==> config.mk <==
export PLATFORM = sky130hd
export DESIGN_NAME = preg_free_list
export DESIGN_NICKNAME = d
export VERILOG_FILES = /design/src/rtl/preg_free_list.sv
export SDC_FILE = /design/constraint.sdc
export NUM_CORES = 1
export LEC_CHECK = 0
export CORE_UTILIZATION = 55
export DETAILED_ROUTE_END_ITERATION = 6
export GPL_ROUTABILITY_DRIVEN = 0
export GPL_TIMING_DRIVEN = 1
export MAX_ROUTING_LAYER = met4
export PLACE_DENSITY_LB_ADDON = 0.12
export RECOVER_POWER = 50
export SYNTH_ARGS = -nofsm -noshare
export SYNTH_HDL_FRONTEND = slang
export SYNTH_SLANG_ARGS = --single-unit
==> constraint.sdc <==
create_clock -name clk -period 9.7 [get_ports clk]
set_input_delay 0.97 -clock clk [delete_from_list [all_inputs] [get_ports clk]]
set_output_delay 0.97 -clock clk [all_outputs]
set_load 0.1 [all_outputs]
==> src/rtl/preg_free_list.sv <==
// Physical register free list for rename: LSB-first allocation,
// commit-side frees, and a single branch checkpoint for rollback.
module preg_free_list #(
    parameter int NUM_PREGS    = 64,
    parameter int RESET_MAPPED = 32,
    localparam int IW          = $clog2(NUM_PREGS),
    localparam int CW          = $clog2(NUM_PREGS) + 1
) (
    input  logic          clk,
    input  logic          rst_n,
    input  logic          alloc_req,
    output logic          alloc_gnt,
    output logic [IW-1:0] alloc_preg,
    input  logic          free_valid,
    input  logic [IW-1:0] free_preg,
    input  logic          ckpt_save,
    input  logic          ckpt_restore,
    output logic [CW-1:0] free_cnt,
    output logic          empty,
    output logic          double_free_err
);

    localparam logic [CW-1:0] RST_CNT = CW'(NUM_PREGS - RESET_MAPPED);
    localparam logic [CW-1:0] MAX_CNT = CW'(NUM_PREGS);

    logic [NUM_PREGS-1:0] r_free_vec;
    logic [NUM_PREGS-1:0] r_ckpt_vec;
    logic [CW-1:0]        r_free_cnt;
    logic [CW-1:0]        r_ckpt_cnt;
    logic                 r_empty;
    logic                 r_dfe;

    logic [NUM_PREGS-1:0] w_rst_vec;
    logic [IW-1:0]        w_sel;
    logic                 w_gnt;
    logic                 w_free_ok;
    logic                 w_free_dup;
    logic                 w_ck_inc;
    logic [NUM_PREGS-1:0] w_nxt_vec;
    logic [CW-1:0]        w_nxt_cnt;
    logic [NUM_PREGS-1:0] w_ck_vec;
    logic [CW-1:0]        w_ck_cnt;

    always_comb begin
        w_rst_vec = '0;
        for (int i = 0; i < NUM_PREGS; i++) begin
            w_rst_vec[i] = (i >= RESET_MAPPED);
        end
    end

    // Descending scan so the lowest set bit is the last one written.
    always_comb begin
        w_sel = '0;
        for (int i = NUM_PREGS - 1; i >= 0; i--) begin
            if (r_free_vec[i]) begin
                w_sel = IW'(i);
            end
        end
    end

    assign w_gnt      = rst_n && alloc_req && !r_empty && !ckpt_restore;
    assign w_free_ok  = free_valid && (free_preg != '0)
                        && !r_free_vec[free_preg];
    assign w_free_dup = free_valid && (free_preg != '0)
                        && r_free_vec[free_preg];

    always_comb begin
        w_nxt_vec = r_free_vec;
        if (w_gnt) begin
            w_nxt_vec[w_sel] = 1'b0;
        end
        if (w_free_ok) begin
            w_nxt_vec[free_preg] = 1'b1;
        end
        w_nxt_cnt = r_free_cnt - CW'(w_gnt) + CW'(w_free_ok);
    end

    // Committed frees also land in the snapshot so they survive a rollback.
    always_comb begin
        w_ck_vec = r_ckpt_vec;
        w_ck_inc = w_free_ok && !r_ckpt_vec[free_preg];
        if (w_free_ok) begin
            w_ck_vec[free_preg] = 1'b1;
        end
        if (r_ckpt_cnt == MAX_CNT) begin
            w_ck_cnt = r_ckpt_cnt;
        end else begin
            w_ck_cnt = r_ckpt_cnt + CW'(w_ck_inc);
        end
    end

    always_ff @(posedge clk) begin
        if (!rst_n) begin
            r_free_vec <= w_rst_vec;
            r_ckpt_vec <= w_rst_vec;
            r_free_cnt <= RST_CNT;
            r_ckpt_cnt <= RST_CNT;
            r_empty    <= 1'b0;
            r_dfe      <= 1'b0;
        end else begin
            if (w_free_dup) begin
                r_dfe <= 1'b1;
            end
            if (ckpt_restore) begin
                r_free_vec <= w_ck_vec;
                r_free_cnt <= w_ck_cnt;
                r_empty    <= (w_ck_cnt == '0);
                r_ckpt_vec <= w_ck_vec;
                r_ckpt_cnt <= w_ck_cnt;
            end else begin
                r_free_vec <= w_nxt_vec;
                r_free_cnt <= w_nxt_cnt;
                r_empty    <= (w_nxt_cnt == '0);
                if (ckpt_save) begin
                    r_ckpt_vec <= w_nxt_vec;
                    r_ckpt_cnt <= w_nxt_cnt;
                end else begin
                    r_ckpt_vec <= w_ck_vec;
                    r_ckpt_cnt <= w_ck_cnt;
                end
            end
        end
    end

    assign alloc_gnt       = w_gnt;
    assign alloc_preg      = w_sel;
    assign free_cnt        = r_free_cnt;
    assign empty           = r_empty;
    assign double_free_err = r_dfe;

endmodule

==> out/results.md, run 1 <==
## Run status
* **result of the run** finished, violations left
* **violated checks** max-capacitance violations, max-slew violations

## Power and ir drop
* **power share of the combinational group** 23.1%
* **overall power of the completed layout** 0.00173 W
* **worst ir drop on vdd** 0.159 mV
* **sequential share of power** 38.2%
* **switching portion of total power** 33.6%
* **net switching power figure** 0.000580 W
* **total internal power** 0.00115 W
* **clock share of power** 38.8%
* **P_leak** 3.37 nW
* **power density relative to cell area** 177 nW/µm²

## Final layout
* **fraction of layout instances using a drive strength above 1** 7.81%
* **layout filler cell count** 1387
* **Layout area overhead** 10.8%
* **number of nets in the layout** 1123
* **multi-input combinational cell area** 5470 µm²
* **Antenna Cells** 0
* **most frequent cells in the layout** 158 x sky130_fd_sc_hd__nand2_1, 144 x sky130_fd_sc_hd__dfxtp_1, 80 x sky130_fd_sc_hd__a31oi_1
* **commonest non-fill, non-tap cell in the layout** sky130_fd_sc_hd__nand2_1
* **sequential cell area** 2880 µm²

## Route
* **Via Count** 9630
* **number of routed nets with antenna violations** 0
* **detailed-routing iteration count for the pre-antenna-repair pass** 6
* **routed length per instance** 23.8 µm
* **via count normalized by instance count** 7.27
* **routed wire length** 31.6 mm
* **violation count after the first detailed-routing iteration** 1587
* **detailed-route DRC error count** 0

## STA
* **final setup TNS** 0 ns
* **headroom to the max-slew limit** -8.41%
* **Period minus WS final** 6.25 ns
* **Highest Clock Rate** 160 MHz
* **count of final max-slew check failures** 56
* **final number of setup-violating endpoints** 0
* **Least-Margin Pin Slew** 1.63 ns
* **endpoints failing hold** 0
* **unrepaired setup endpoints after global routing** no
* **worst hold margin** 0.459 ns
* **portion of the clock cycle consumed by the worst path in the final layout** 64.4%
* **Clock Skew** 0.00726 ns

## CTS
* **TritonCTS clock tree** done
* **CTS HTree Levels** 4
* **total CTS buffers** 17
* **Resized cells post-CTS** 0
* **clock tree buffer depth** 2
* **source-to-sink clock delay at the later pin of the worst-skew pair** 0.43 ns
* **sink count of the clock tree** 144
* **post-CTS setup-driven buffer insertion count** 0
* **Clk Tree Root Cell** sky130_fd_sc_hd__clkbuf_16
* **clock input transition at the sequential cells of the worst setup and hold paths** 0.06 ns
* **hold-fix buffer count after cts** 0

## Place
* **HPWL Detailed** 20.4 mm
* **I/O Buffers** 27

## Setup path
* **crit start category** input port
* **CP max FO** 27
* **cell-by-cell listing of the critical path** dlygate4sd3_1 -> clkbuf_1 -> inv_1 -> nor3_2 -> buf_4 -> a22oi_1 -> nand4_1 -> o21ai_0 -> mux4_2 -> and2_1 -> ha_1 -> ha_1 -> xor2_1 -> o31ai_1 -> nand4_1 -> nor3_1 -> o21a_1
* **terminus of the critical flop-to-flop path** empty
* **depth of the most critical reg-to-reg path** 20
* **start of the worst register-to-register path** r_free_vec[22]
* **number of cells on the critical path** 17
* **critical path's top delay family** buffers and inverters
* **crit path kind** in2reg
* **count of buffer and inverter cells on the critical path** 4
* **reg2reg setup slack** 5.55 ns
* **Crit. End Element** register
* **master of the slowest instance on the critical path** sky130_fd_sc_hd__clkbuf_1
* **data required time at the worst endpoint** 10.08 ns
* **largest stage delay on the critical path** 1.17 ns
* **signal arrival time at the worst endpoint** 6.62 ns

## Synthesis
* **total nets after synthesis** 1151
* **synthesized flop and latch total** 144
* **mapped cell area** 8800 µm²
* **Cell variety after synth** 74
* **leading cell types by total area after synthesis** sky130_fd_sc_hd__dfxtp_1 33%, sky130_fd_sc_hd__nand2_1 6.8%, sky130_fd_sc_hd__a31oi_1 5.6%
* **number of enable flip-flop cells after synthesis** 0
* **Synth Instances** 1129
* **Synth area leader** sky130_fd_sc_hd__dfxtp_1
* **number of warning messages in the yosys log** 0
* **part of the Yosys area used for sequential elements** 32.8%
* **fraction of post-synthesis cell area in the top cell type by area** 32.8%
* **fraction of registers with async set or reset after synthesis** 0%
* **Primary FF master, synth** sky130_fd_sc_hd__dfxtp_1
* **synthesized area per cell** 7.80 µm²

## Floorplan
* **chip width** 129 µm
* **Placeable Area** 15400 µm²
* **Top-Level Pins** 28
* **die outline area** 16500 µm²
* **number of placement rows** 45
* **vertical die dimension** 129 µm
* **starting density of the core** 57.1%

## GRT
* **number of antenna violations at the first check in global routing** 0
* **global-route congestion overflow total** 0
* **global routing usage summed across all routing layers** 40.7%
* **pin count of the biggest net entering global routing** 96
* **number of global-route vias before repair** 8744
* **global-route wire length before repair** 50.0 mm

## Min path
* **worst-case hold path end point** double_free_err
* **Worst Hold Launch** double_free_err
* **worst hold stages** 1
* **classification of the worst-slack hold path** reg2reg

## Flow run
* **number of maximum-capacitance constraint violations** 2

[Yosys cell counts, drive strengths merged (7+ instances only)]
library cell / count
nand2: 159
dfxtp: 144
a31oi: 80
clkbuf: 78
nor2: 62
o211ai: 59
nand3: 55
a21oi: 53
o311ai: 53
o21ai: 33
inv: 30
o31ai: 29
a22oi: 26
nor3: 25
nor4: 19
and2: 17
buf: 17
and3: 13
nand4: 12
a221oi: 11
mux2i: 11
nand2b: 10
ha: 9
mux2: 9
or4: 9
nor2b: 8
mux4: 7
xnor2: 7
[logic make-up after synthesis]
kind of cell,count (synthesis),synth area share [%]
and+or+nand+nor,407,22.3
buffers and inverters,126,5.60
AOI/OAI and AO/OA,404,32.6
muxes,27,4.19
DFF,144,32.8
adders and majority gates,10,1.51
xor gates and xnor gates,11,1.09
[flip-flops by register name, summed over array words and instances, names as in the netlist]
name and cells:
r_ckpt_vec 64, r_free_vec 64, free_cnt 7, r_ckpt_cnt 7, double_free_err 1, empty 1
[metal layers]
| layer | wire, µm | share of wire (%) | vias up | track usage [%] |
|---|---|---|---|---|
| met2 | 13300 | 42 | 718 | 56.9 |
| met4 | 1560 | 5.0 | 0 | 20.4 |
| met3 | 3990 | 13 | 138 | 10.9 |
| met5 | 0 | 0 | - | - |
| li1 | - | - | 4298 | - |
| met1 | 12700 | 40 | 4476 | 53.7 |
[how the worst max path moves through the flow]
stage / endpoint / startpoint
finish: empty / free_preg[0]
floorplan: empty / free_preg[0]
global route: empty / free_preg[0]
detailed placement: empty / free_preg[1]
global placement: empty / free_preg[1]
CTS: empty / free_preg[0]
[power by group through the flow]
| stage | clock network [W] | registers [W] | logic (W) |
|---|---|---|---|
| after global placement | 0 | 0.000672 | 0.000389 |
| final | 0.000670 | 0.000660 | 0.000399 |
| after floorplan | 0 | 0.000710 | 0.000241 |
| after global routing | 0.000701 | 0.000663 | 0.000424 |
| after CTS | 0.000673 | 0.000658 | 0.000393 |
| after detailed placement | 0 | 0.000670 | 0.000390 |
[layout make-up]
cell class                      count  area share [%]
Clock inverter                      9            1.08
Multi-Input combinational cell    859            56.1
Inverter                           31            1.19
Tap cell                          211            2.71
Sequential cell                   144            29.6
Clock buffer                       23            5.11
Timing Repair Buffer               48            4.26
[through the flow]
step	worst slack (ns)	util, %	area (µm²)	cells
2_1_floorplan	4.96	-	8800	1129
6_report	3.45	63.2	9750	1325
4_1_cts	4.60	63.3	9770	1325
5_1_grt	2.97	63.2	9750	1325
3_5_place_dp	4.19	59.4	9170	1293
3_3_place_gp	4.25	59.4	9170	1293
Note: power is estimated with default switching activity, not from simulation.
==> inputs of run 2 (changes only) <==
==> constraint.sdc (replaced) <==
create_clock -name clk -period 6.3 [get_ports clk]
set_input_delay 0.63 -clock clk [delete_from_list [all_inputs] [get_ports clk]]
set_output_delay 0.63 -clock clk [all_outputs]
set_load 0.1 [all_outputs]
==> run 2 against run 1 <==
  * The flow still finishes with violations (max-capacitance violations, max-slew violations)
  * Worst setup slack lost 2.6 ns
  * Sequential share of layout area shrank 0.079 points
  * Core utilization grew 0.17 points
  * First-iteration DRC count grew 0.32%
  * Combinational power grew 55%
  * Global-route usage shrank 0.27 points
  * Sequential power grew 53%
  * Wire length grew 0.48%
  * Register-to-register slack lost 4.7 ns
  * Design area grew 0.27%
  * Clock power grew 51%
  * Critical path type is now reg2reg
  * Critical endpoint is now r_ckpt_vec[50]
==> out/results.md, run 2 (synthesized netlist as in run 1, its figures left out) <==
## Run status
* **result of the run** finished, violations left
* **violated checks** max-capacitance violations, max-slew violations

## STA
* **Clock Skew** 0.00973 ns, +0.00247 ns
* **headroom to the max-slew limit** -128%, -120 points
* **endpoints failing hold** 0, unchanged
* **final number of setup-violating endpoints** 0, unchanged
* **final setup TNS** 0 ns, unchanged
* **unrepaired setup endpoints after global routing** no
* **portion of the clock cycle consumed by the worst path in the final layout** 87.0%
* **Period minus WS final** 5.48 ns
* **worst hold margin** 0.470 ns, +0.0109 ns
* **Highest Clock Rate** 182 MHz
* **Least-Margin Pin Slew** 3.40 ns, +1.78 ns
* **count of final max-slew check failures** 19, -66%

## Route
* **Via Count** 9709, +0.82%
* **number of routed nets with antenna violations** 0, unchanged
* **via count normalized by instance count** 7.26, about the same
* **routed length per instance** 23.7 µm, -0.42%
* **detailed-route DRC error count** 0, unchanged
* **detailed-routing iteration count for the pre-antenna-repair pass** 5, -1
* **violation count after the first detailed-routing iteration** 1592, +0.32%
* **routed wire length** 31.7 mm, +0.48%

## Power and ir drop
* **P_leak** 3.40 nW, +0.82%
* **overall power of the completed layout** 0.00265 W, +53%
* **worst ir drop on vdd** 0.264 mV, +66%
* **power density relative to cell area** 271 nW/µm², +53%

## GRT
* **global-route congestion overflow total** 0, unchanged
* **met2 global-route usage** 57.6%, +0.79 points
* **number of global-route vias before repair** 8693, -0.58%
* **most used routing layer in global routing** met2
* **global-route wire length before repair** 49.4 mm, -1.3%
* **number of antenna violations at the first check in global routing** 1, +1
* **global routing usage summed across all routing layers** 40.4%, -0.27 points
* **pin count of the biggest net entering global routing** 67, -30%
* **GR Util met1** 52.5%, -1.3 points
* **routing usage on met3** 11.4%, +0.54 points

## Final layout
* **Layout area overhead** 11.1%
* **multi-input combinational cell area** 5430 µm², -0.71%
* **Post-Layout Cell Count** 1337, +0.91%
* **fraction of layout instances using a drive strength above 1** 8.71%, +0.90 points
* **registers with the most flip-flops** r_ckpt_vec: 64 flops, r_free_vec: 64 flops
* **sequential cell area** 2880 µm², unchanged
* **layout filler cell count** 1424, +2.7%
* **Final Core Density** 63.4%, +0.17 points
* **most frequent cells in the layout** 158 x sky130_fd_sc_hd__nand2_1, 144 x sky130_fd_sc_hd__dfxtp_1, 80 x sky130_fd_sc_hd__a31oi_1
* **commonest non-fill, non-tap cell in the layout** sky130_fd_sc_hd__nand2_1
* **number of nets in the layout** 1134, +0.98%

## Setup path
* **crit path kind** reg2reg
* **reg2reg setup slack** 0.82 ns, -4.73 ns
* **master of the slowest instance on the critical path** sky130_fd_sc_hd__a311oi_1
* **start of the worst register-to-register path** r_free_vec[57]
* **data required time at the worst endpoint** 6.66 ns, -3.42 ns
* **largest stage delay on the critical path** 2.56 ns, +1.39 ns
* **signal arrival time at the worst endpoint** 5.84 ns, -0.78 ns
* **terminus of the critical flop-to-flop path** r_ckpt_vec[50]
* **crit start category** register
* **Crit. End Element** register
* **depth of the most critical reg-to-reg path** 8, -60%
* **CP max FO** 18, -33%
* **cell-by-cell listing of the critical path** or4_1 -> o2111a_1 -> o21ai_0 -> a21boi_0 -> a311oi_1 -> nand2b_1 -> nor3_1 -> o211ai_1

## CTS
* **CTS HTree Levels** 4, unchanged
* **clock input transition at the sequential cells of the worst setup and hold paths** 0.07 ns, about the same
* **post-CTS setup-driven buffer insertion count** 0, unchanged
* **Resized cells post-CTS** 0, unchanged
* **source-to-sink clock delay at the later pin of the worst-skew pair** 0.44 ns, about the same
* **sink count of the clock tree** 144, unchanged
* **hold-fix buffer count after cts** 0, unchanged
* **total CTS buffers** 17, unchanged
* **Clk Tree Root Cell** sky130_fd_sc_hd__clkbuf_16
* **TritonCTS clock tree** done
* **clock tree buffer depth** 2, unchanged

## Floorplan
* **Placeable Area** 15400 µm², unchanged
* **vertical die dimension** 129 µm, unchanged
* **number of placement rows** 45, unchanged
* **chip width** 129 µm, unchanged
* **Top-Level Pins** 28, unchanged
* **starting density of the core** 57.1%, unchanged
* **die outline area** 16500 µm², unchanged

## Place
* **placed cell count** 1304, +0.85%
* **I/O Buffers** 27, unchanged
* **HPWL Detailed** 20.9 mm, +2.6%

## Flow run
* **number of maximum-capacitance constraint violations** 1, -1

## Min path
* **worst-case hold path end point** double_free_err
* **classification of the worst-slack hold path** reg2reg
* **Worst Hold Launch** double_free_err
* **worst hold stages** 1, unchanged

run 2: worst max path at each step:
stage,start,endpoint,slack (ns),cells after the start
6_report,r_free_vec[57],r_ckpt_vec[50],0.82,8
5_1_grt,r_free_vec[57],r_ckpt_vec[50],0.78,8
4_1_cts,free_preg[2],empty,1.29,22
3_5_place_dp,free_preg[2],empty,0.84,22
3_3_place_gp,free_preg[2],empty,0.98,22
2_1_floorplan,free_preg[0],empty,1.90,22
run 2: per-stage QoR:
stage	cell area (µm²)	setup slack [ns]
finish	9780	0.818
global route	9780	0.782
CTS	9820	1.29
detailed placement	9240	0.838
global placement	9240	0.980
floorplan	8800	1.90
run 2: critical path: cells and delay by family, from the launching register on:
kind               cells  cell delay [ns]
DFF                    1             0.39
AOI/OAI and AO/OA      5             3.68
and+or+nand+nor        3             1.32
run 2: area by class of cell:
type,count,area share (%)
inverters,31,1.19
flip-flops and latches,144,29.5
repair buffers,59,5.10
clock buffers,19,4.53
well taps,211,2.70
clock inverters,13,1.42
diodes,1,0.0256
multi-input cells,859,55.6
run 2: routing by layer:
metal,vias up,share of wire [%]
met5,-,0
met4,0,5.0
met3,123,13
met2,749,42
met1,4520,40
li1,4317,-
run 2: report_power, final:
part           internal [W]  switching [W]
clock              0.000592       0.000422
sequential         0.000958      0.0000570
combinational      0.000179       0.000442
total               0.00173       0.000921
